==> config.mk <==
export PLATFORM = sky130hd
export DESIGN_NAME = pulse_stretcher_flat
export DESIGN_NICKNAME = d
export VERILOG_FILES = /design/src/rtl/pulse_stretcher_if.sv /design/src/rtl/pulse_stretcher.sv /design/src/flat_wrapper.sv
export SDC_FILE = /design/constraint.sdc
export NUM_CORES = 1
export LEC_CHECK = 0
export ABC_AREA = 1
export CORE_ASPECT_RATIO = 1.1
export CORE_UTILIZATION = 35
export DETAILED_ROUTE_END_ITERATION = 6
export GPL_TIMING_DRIVEN = 0
export SYNTH_ARGS = -nofsm -noshare
export SYNTH_HDL_FRONTEND = slang
export SYNTH_SLANG_ARGS = --single-unit
==> constraint.sdc <==
create_clock -name clk -period 2.85 [get_ports clk]
set_input_delay 0.57 -clock clk [delete_from_list [all_inputs] [get_ports clk]]
set_output_delay 0.57 -clock clk [all_outputs]
set_load 0.01 [all_outputs]
==> src/rtl/pulse_stretcher_if.sv <==
// Trigger/level bundle between control logic (master) and the pulse stretcher (slave).
interface pulse_stretcher_if #(
  parameter int PEND_W = 3
);
  logic              trig;
  logic              outp;
  logic              busy;
  logic [PEND_W-1:0] pending;
  logic              overflow;

  modport master (
    output trig,
    input  outp,
    input  busy,
    input  pending,
    input  overflow
  );

  modport slave (
    input  trig,
    output outp,
    output busy,
    output pending,
    output overflow
  );
endinterface

==> src/rtl/pulse_stretcher.sv <==
// Turns 1-cycle triggers into HIGH_CYCLES-high / GAP_CYCLES-low bursts; outp rises 1 cycle after trig.
// No backpressure: triggers during a burst queue in a saturating counter, excess ones are dropped and flagged.
module pulse_stretcher #(
  parameter int HIGH_CYCLES = 4,
  parameter int GAP_CYCLES  = 2,
  parameter int PEND_W      = 3
) (
  input  logic             clk,
  input  logic             rst,
  pulse_stretcher_if.slave bus
);

  localparam int CNT_SPAN  = (HIGH_CYCLES > GAP_CYCLES) ? HIGH_CYCLES : GAP_CYCLES;
  localparam int CNT_RANGE = (CNT_SPAN > 2) ? CNT_SPAN : 2;
  localparam int CNT_W     = $clog2(CNT_RANGE);

  localparam logic [CNT_W-1:0]  HIGH_LOAD = CNT_W'(HIGH_CYCLES - 1);
  localparam logic [CNT_W-1:0]  GAP_LOAD  = (GAP_CYCLES > 0) ? CNT_W'(GAP_CYCLES - 1) : '0;
  localparam logic [PEND_W-1:0] PEND_MAX  = '1;
  localparam bit                HAS_GAP   = (GAP_CYCLES > 0);

  typedef enum logic [1:0] {
    IDLE = 2'd0,
    HIGH = 2'd1,
    GAP  = 2'd2
  } state_t;

  state_t            state_q;
  state_t            state_d;
  logic [CNT_W-1:0]  cnt_q;
  logic [CNT_W-1:0]  cnt_d;
  logic [PEND_W-1:0] pend_q;
  logic [PEND_W-1:0] pend_d;
  logic              ovf_d;
  logic              ovf_q;
  logic              outp_q;
  logic              busy_q;
  logic              cnt_zero;
  logic              burst_end;
  logic              queued;

  assign cnt_zero = (cnt_q == '0);
  assign queued   = (pend_q != '0) || bus.trig;

  always_ff @(posedge clk or posedge rst) begin
    if (rst) begin
      state_q <= IDLE;
      cnt_q   <= '0;
    end else begin
      state_q <= state_d;
      cnt_q   <= cnt_d;
    end
  end

  // burst_end marks the last cycle of a burst, where a queued or fresh trigger restarts HIGH back-to-back.
  always_comb begin
    state_d   = state_q;
    cnt_d     = cnt_q;
    burst_end = 1'b0;
    case (state_q)
      IDLE: begin
        if (bus.trig) begin
          state_d = HIGH;
          cnt_d   = HIGH_LOAD;
        end
      end
      HIGH: begin
        if (!cnt_zero) begin
          cnt_d = cnt_q - 1'b1;
        end else if (HAS_GAP) begin
          state_d = GAP;
          cnt_d   = GAP_LOAD;
        end else begin
          burst_end = 1'b1;
        end
      end
      GAP: begin
        if (!cnt_zero) begin
          cnt_d = cnt_q - 1'b1;
        end else begin
          burst_end = 1'b1;
        end
      end
      default: begin
        state_d = IDLE;
        cnt_d   = '0;
      end
    endcase

    if (burst_end) begin
      if (queued) begin
        state_d = HIGH;
        cnt_d   = HIGH_LOAD;
      end else begin
        state_d = IDLE;
        cnt_d   = '0;
      end
    end
  end

  // At burst end a fresh trigger replaces the consumed queue slot, so the count cannot overflow there.
  always_comb begin
    pend_d = pend_q;
    ovf_d  = 1'b0;
    if (burst_end) begin
      if (!bus.trig && (pend_q != '0)) begin
        pend_d = pend_q - 1'b1;
      end
    end else if ((state_q != IDLE) && bus.trig) begin
      if (pend_q != PEND_MAX) begin
        pend_d = pend_q + 1'b1;
      end else begin
        ovf_d = 1'b1;
      end
    end
  end

  always_ff @(posedge clk or posedge rst) begin
    if (rst) begin
      pend_q <= '0;
      ovf_q  <= 1'b0;
      outp_q <= 1'b0;
      busy_q <= 1'b0;
    end else begin
      pend_q <= pend_d;
      ovf_q  <= ovf_d;
      outp_q <= (state_d == HIGH);
      busy_q <= (state_d != IDLE);
    end
  end

  assign bus.outp     = outp_q;
  assign bus.busy     = busy_q;
  assign bus.pending  = pend_q;
  assign bus.overflow = ovf_q;

endmodule

==> src/flat_wrapper.sv <==
// flat-port wrapper written by rule: the top's interface ports become plain ports
module pulse_stretcher_flat 
#(
  parameter int HIGH_CYCLES = 4,
  parameter int GAP_CYCLES  = 2,
  parameter int PEND_W      = 3
)
  (clk, rst, bus_trig, bus_outp, bus_busy, bus_pending, bus_overflow);
  pulse_stretcher_if #(.PEND_W(PEND_W)) bus_i ();
  input  logic clk;
  input  logic rst;
  input wire logic [$bits(bus_i.trig)-1:0] bus_trig;
  output wire logic [$bits(bus_i.outp)-1:0] bus_outp;
  output wire logic [$bits(bus_i.busy)-1:0] bus_busy;
  output wire logic [$bits(bus_i.pending)-1:0] bus_pending;
  output wire logic [$bits(bus_i.overflow)-1:0] bus_overflow;
  assign bus_i.trig = bus_trig;
  assign bus_outp = bus_i.outp;
  assign bus_busy = bus_i.busy;
  assign bus_pending = bus_i.pending;
  assign bus_overflow = bus_i.overflow;
  pulse_stretcher #(.HIGH_CYCLES(HIGH_CYCLES), .GAP_CYCLES(GAP_CYCLES), .PEND_W(PEND_W)) u_core (.clk(clk), .rst(rst), .bus(bus_i));
endmodule
# Word-level counts from Yosys, hierarchy flattened
# Cells that the tools add are included.
# W data, S select, Z words.
[classes] n_eq_ne=7 muxes=20 n_reduce_logical=13 add_sub_neg=3
[op_table] op="$mux W2" n=8
[op_table] op="$mux W3" n=4
[op_table] op="$pmux W2 S3" n=2
[op_table] op="$reduce_bool A2 Y1" n=4
[op_table] op="$mux W1" n=6
[op_table] op="$ne A3 B3 Y1 const B" n=2
[op_table] op="$eq A2 B1 Y1 const B" n=2
[op_table] op="$logic_not A2 Y1" n=2
[op_table] op="$add A3 B1 Y3 const B" n=1
[op_table] op="$ne A3 B2 Y1 const B" n=1
[op_table] op="$reduce_and A3 Y1" n=1
[op_table] op="$reduce_bool A3 Y1" n=1
[op_table] op="$sub A3 B1 Y3 const B" n=1
[op_table] op="$eq A2 B2 Y1 const B" n=1
[op_table] op="$logic_and A1 B1 Y1" n=2
[op_table] op="$ne A2 B2 Y1 const B" n=1
[op_table] op="$reduce_and A2 Y1" n=1
[op_table] op="$sub A2 B1 Y2 const B" n=1
[op_table] op="$logic_not A1 Y1" n=1
[op_table] op="$logic_or A1 B1 Y1" n=1
[word_totals] output_inout_bits=6 ff_bits=10 input_bits=3 elab_cells=49

# Logic depth before layout (Yosys ltp)
[logic_depth] word_depth=5 ltp_mapped=9 ltp_nobuf=9

# Worst setup path after synthesis
# No wires, ideal clock.
[synth_timing] path_type="flip-flop to flip-flop" startpoint="register u_core.cnt_q[0]" endpoint="register u_core.pend_q[1], in the netlist u_core.bus.pending[1]" arrival_ps=1466 required_ps=2728 path_stages_with_launch=8 n_path_buf=0 setup_slack_ps=1262 setup_time_ps=122 path_cell_list="dfrtp_1 -> inv_1 -> ha_1 -> nand3_4 -> fa_1 -> inv_1 -> nand2_1 -> o21ai_1"
[synth_between] elab_chain_len=5 elab_cells_between_ends=8 cone_classes="1 x eq/ne; 3 x mux; 4 x reduce/logical"
[synth_rtl] item="start, declared" line_no="pulse_stretcher.sv:30" text="logic [CNT_W-1:0] cnt_q;"
[synth_rtl] item="start signal, assigned" line_no="pulse_stretcher.sv:51" text="cnt_q <= cnt_d;"
[synth_rtl] item="$logic_not A2 Y1 *" line_no="pulse_stretcher.sv:42" text="assign cnt_zero = (cnt_q == '0);"
[synth_rtl] item="$mux W1 *" line_no="pulse_stretcher.sv:78" text="if (!cnt_zero) begin"
[synth_rtl] item="$mux W1 *"
[synth_rtl] item="$ne A2 B2 Y1 (no line) / $reduce_bool A2 Y1 (equally long branches)"
[synth_rtl] item="$reduce_and A3 Y1 (no line)"
[synth_rtl] item="end signal, assigned" line_no="pulse_stretcher.sv:125" text="pend_q <= pend_d;"
[synth_rtl] item="end, declared" line_no="pulse_stretcher.sv:32" text="logic [PEND_W-1:0] pend_q;"
# Every way passes the cells marked *; elsewhere a longest branch is shown, timed or not.
# A chain may end at the register's enable or synchronous reset.

# Worst setup path in the final report
[layout_timing] startpoint="register u_core.pend_q[2], in the netlist u_core.bus.pending[2]" endpoint="output port bus_pending[2]"
[layout_lines] item="end, declared" line_no="flat_wrapper.sv:15" text="output wire logic [$bits(bus_i.pending)-1:0] bus_pending;"
# No word-level cell between the ends.

==> reports/qor.yml <==
critical_path:
  rr_endpoint: "u_core.bus.pending[2]"
  regToRegStartpoint: "u_core.cnt_q[0]"
  crit_family: "buffers and inverters"
  critPathMaxFanout: 5
  critPathSlowestCell: "clkdlybuf4s50_1"
  path_class: "reg -> out"
  end_kind: "output port"
  slowest_delay_ps: 560
  worstPathRequired_ps: 2280
  cp_cell_sequence: "clkdlybuf4s50_1"
  cp.arrival_ps: 1230
  rrSetupSlack_ps: 1140
  critPathLaunchType: "flop"
  rr_worst_depth: 8
  crit_buf_inv: 1
clock_network:
  cts_resized: 0
  cts_sinks: 10
  cts_tree: "yes"
  path_clk_slew_ps: 60
  cts_hold_buffers: 0
  post_cts_buffers: 0
  root_buffer: "clkbuf_4"
  htreeDepth: 1
  cts_made_buffers: 3
  cts_buffer_depth: 2
  clk_latency_ps: 260
synthesis:
  yosysUniqueCellTypes: 21
  synth_commonest_cells: "nand2_1, inv_1, dfrtp_1"
  yosysMostFrequentCell: "nand2_1"
  synth_xor_area_frac: 0
  syn_avg_cell_area_um2: 7.828
  async_flop_share: 1.000
  mappedNetlistNets: 89
  synth.cell_area_um2: 641.9
  synth_edf_count: 0
  synthAdderAreaFrac: 0.08967
  synth-compound-area-share: 0.07797
  ys_warn_count: 0
  syn_inst: 82
  synth_top_area_frac: 0.3899
  muxShareOfSynthArea: 0
  synthFlopType: "dfrtp_1"
  yosys.area.top_type: "dfrtp_1"
  ys_ff_latch: 10
  ys_seq_area_frac: 0.3899
  synth_top_family_by_area: "simple AND/OR/NAND/NOR gates"
  synth-simple-area-share: 0.3041
  synth.area.top_cells: "dfrtp_1, nand2_1, inv_1, ha_1, nand3_1"
finish:
  fin_area_um2: 765.7
  drive_gt1_frac: 0.2043
  fillers: 171
  num_antenna_cells: 0
  nets: 102
  area_growth_pct: 19.30
sta:
  fin_crit_ps: 1799
  fmax_mhz: 555.9
  grt_setup_unrepaired: "no"
  setup_tns_ps: 0
  max_slew.worst_pin.slew_ps: 384.8
  finalHoldViolCount: 0
  setup_viol: 0
  slew_headroom: 0.7432
  finalCritPeriodShare: 0.6312
  clock_skew_ps: 2.699
  drv_slew: 0
placed_design:
  place_area_um2: 743.2
  dp_hpwl_um: 902.4
  gp_congestion: 0.7373
  port_buffers: 8
global_routing:
  overflow: 0
  antenna_found_initial: 0
  grt_pass1_vias: 445
  track_usage: 0.1296
  grt_pass1_wl_mm: 1.828
  grt_max_degree: 11
power_and_ir_drop:
  power.density_nw_per_um2: 1102
  power.leakage_nw: 0.4016
  peakVddDrop_v: 0.0004613
floorplanning:
  initial_utilization: 0.3931
  rows: 15
  dieHeight_um: 46.92
  die_area_um2: 2009
  dieWidth_um: 42.83
  num_io_pins: 9
  design.core.area_um2: 1633
detailed_routing:
  via_per_inst: 4.673
  wire_per_inst_um: 10.33
  first_iter_violations: 13
  drc: 0
  ant_nets: 0
  vias: 514
  dr.pass1.iters: 4
  routed_wl_mm: 1.136
job:
  drv_cap: 0
hold_path:
  hp-class: "reg -> reg"
  holdCritStartpoint: "u_core.cnt_q[1]"
  holdPathStages: 2
  holdPathEnd: "u_core.cnt_q[1]"
status:
  outcome: "complete, no violations"
## placed cells by master, fill, tap and decap left out, types with 2 or more instances in the layout
master	count
inv_1	13
clkbuf_4	3
nand4_1	2
nand2_1	21
ha_1	3
dfrtp_1	10
o21ai_0	2
inv_2	6
nand3_1	6
o21ai_2	2
nor2_1	3
nor2_2	2
clkdlybuf4s50_1	8
o22ai_1	2
nand3_2	2
## final cells by class
class / count / area (um^2) / area share
timing repair buffer: 8 / 80.08 / 0.1046
clock buffer: 3 / 22.52 / 0.02941
multi-input combinational: 51 / 302.8 / 0.3954
sequential: 10 / 250.2 / 0.3268
tap: 17 / 21.27 / 0.02778
buffer: 1 / 11.26 / 0.01471
inverter: 20 / 77.57 / 0.1013
## state kept, by name (all words and copies together) (netlist names)
signal               flops
u_core.bus.outp          1
u_core.bus.overflow      1
u_core.bus.pending       3
u_core.bus.busy          1
u_core.cnt_q             2
u_core.state_q           2
## cell families after synthesis
kind of cell,after synthesis
simple gates,39
buf+inv,21
flops,10
compound gates,8
fa+ha+maj,4
## routing by layer
layer,track usage,vias to the layer above,share of wire
met3,0.02308,4,0.023
li1,-,280,-
met1,0.1758,222,0.51
met2,0.1879,8,0.45
met5,0,-,0
met4,0.09375,0,0.017
## power breakdown
| part | internal, mW | leakage, nW | switching (mW) | total [mW] |
|---|---|---|---|---|
| combinational | 0.204 | 0.265 | 0.283 | 0.487 |
| clock | 0.0488 | 0.0138 | 0.0474 | 0.0961 |
| sequential | 0.209 | 0.122 | 0.0511 | 0.261 |
## metrics by stage
step / instances / hold WS, ps / utilization / total power [mW] / setup slack (ps)
2_1_floorplan: 82 / 410.2 / - / 0.6100 / 1262
3_3_place_gp: 107 / 514.2 / 0.4552 / 0.7390 / 1104
3_5_place_dp: 107 / 503.7 / 0.4552 / 0.7490 / 1068
4_1_cts: 110 / 521.4 / 0.4690 / 0.8488 / 1042
5_1_grt: 110 / 557.2 / 0.4690 / 0.9344 / 992.6
6_report: 110 / 516.0 / 0.4690 / 0.8437 / 1051
## how the worst max path moves through the flow
stage / startpoint / endpoint / cells past startpoint
2_1_floorplan: u_core.cnt_q[0] / u_core.bus.pending[1] / 7
3_3_place_gp: bus_trig / u_core.bus.pending[1] / 7
3_5_place_dp: bus_trig / u_core.bus.pending[1] / 7
4_1_cts: u_core.bus.pending[2] / bus_pending[2] / 1
5_1_grt: u_core.bus.pending[2] / bus_pending[2] / 1
6_report: u_core.bus.pending[2] / bus_pending[2] / 1
No activity file was read; power rests on OpenSTA's default activity.
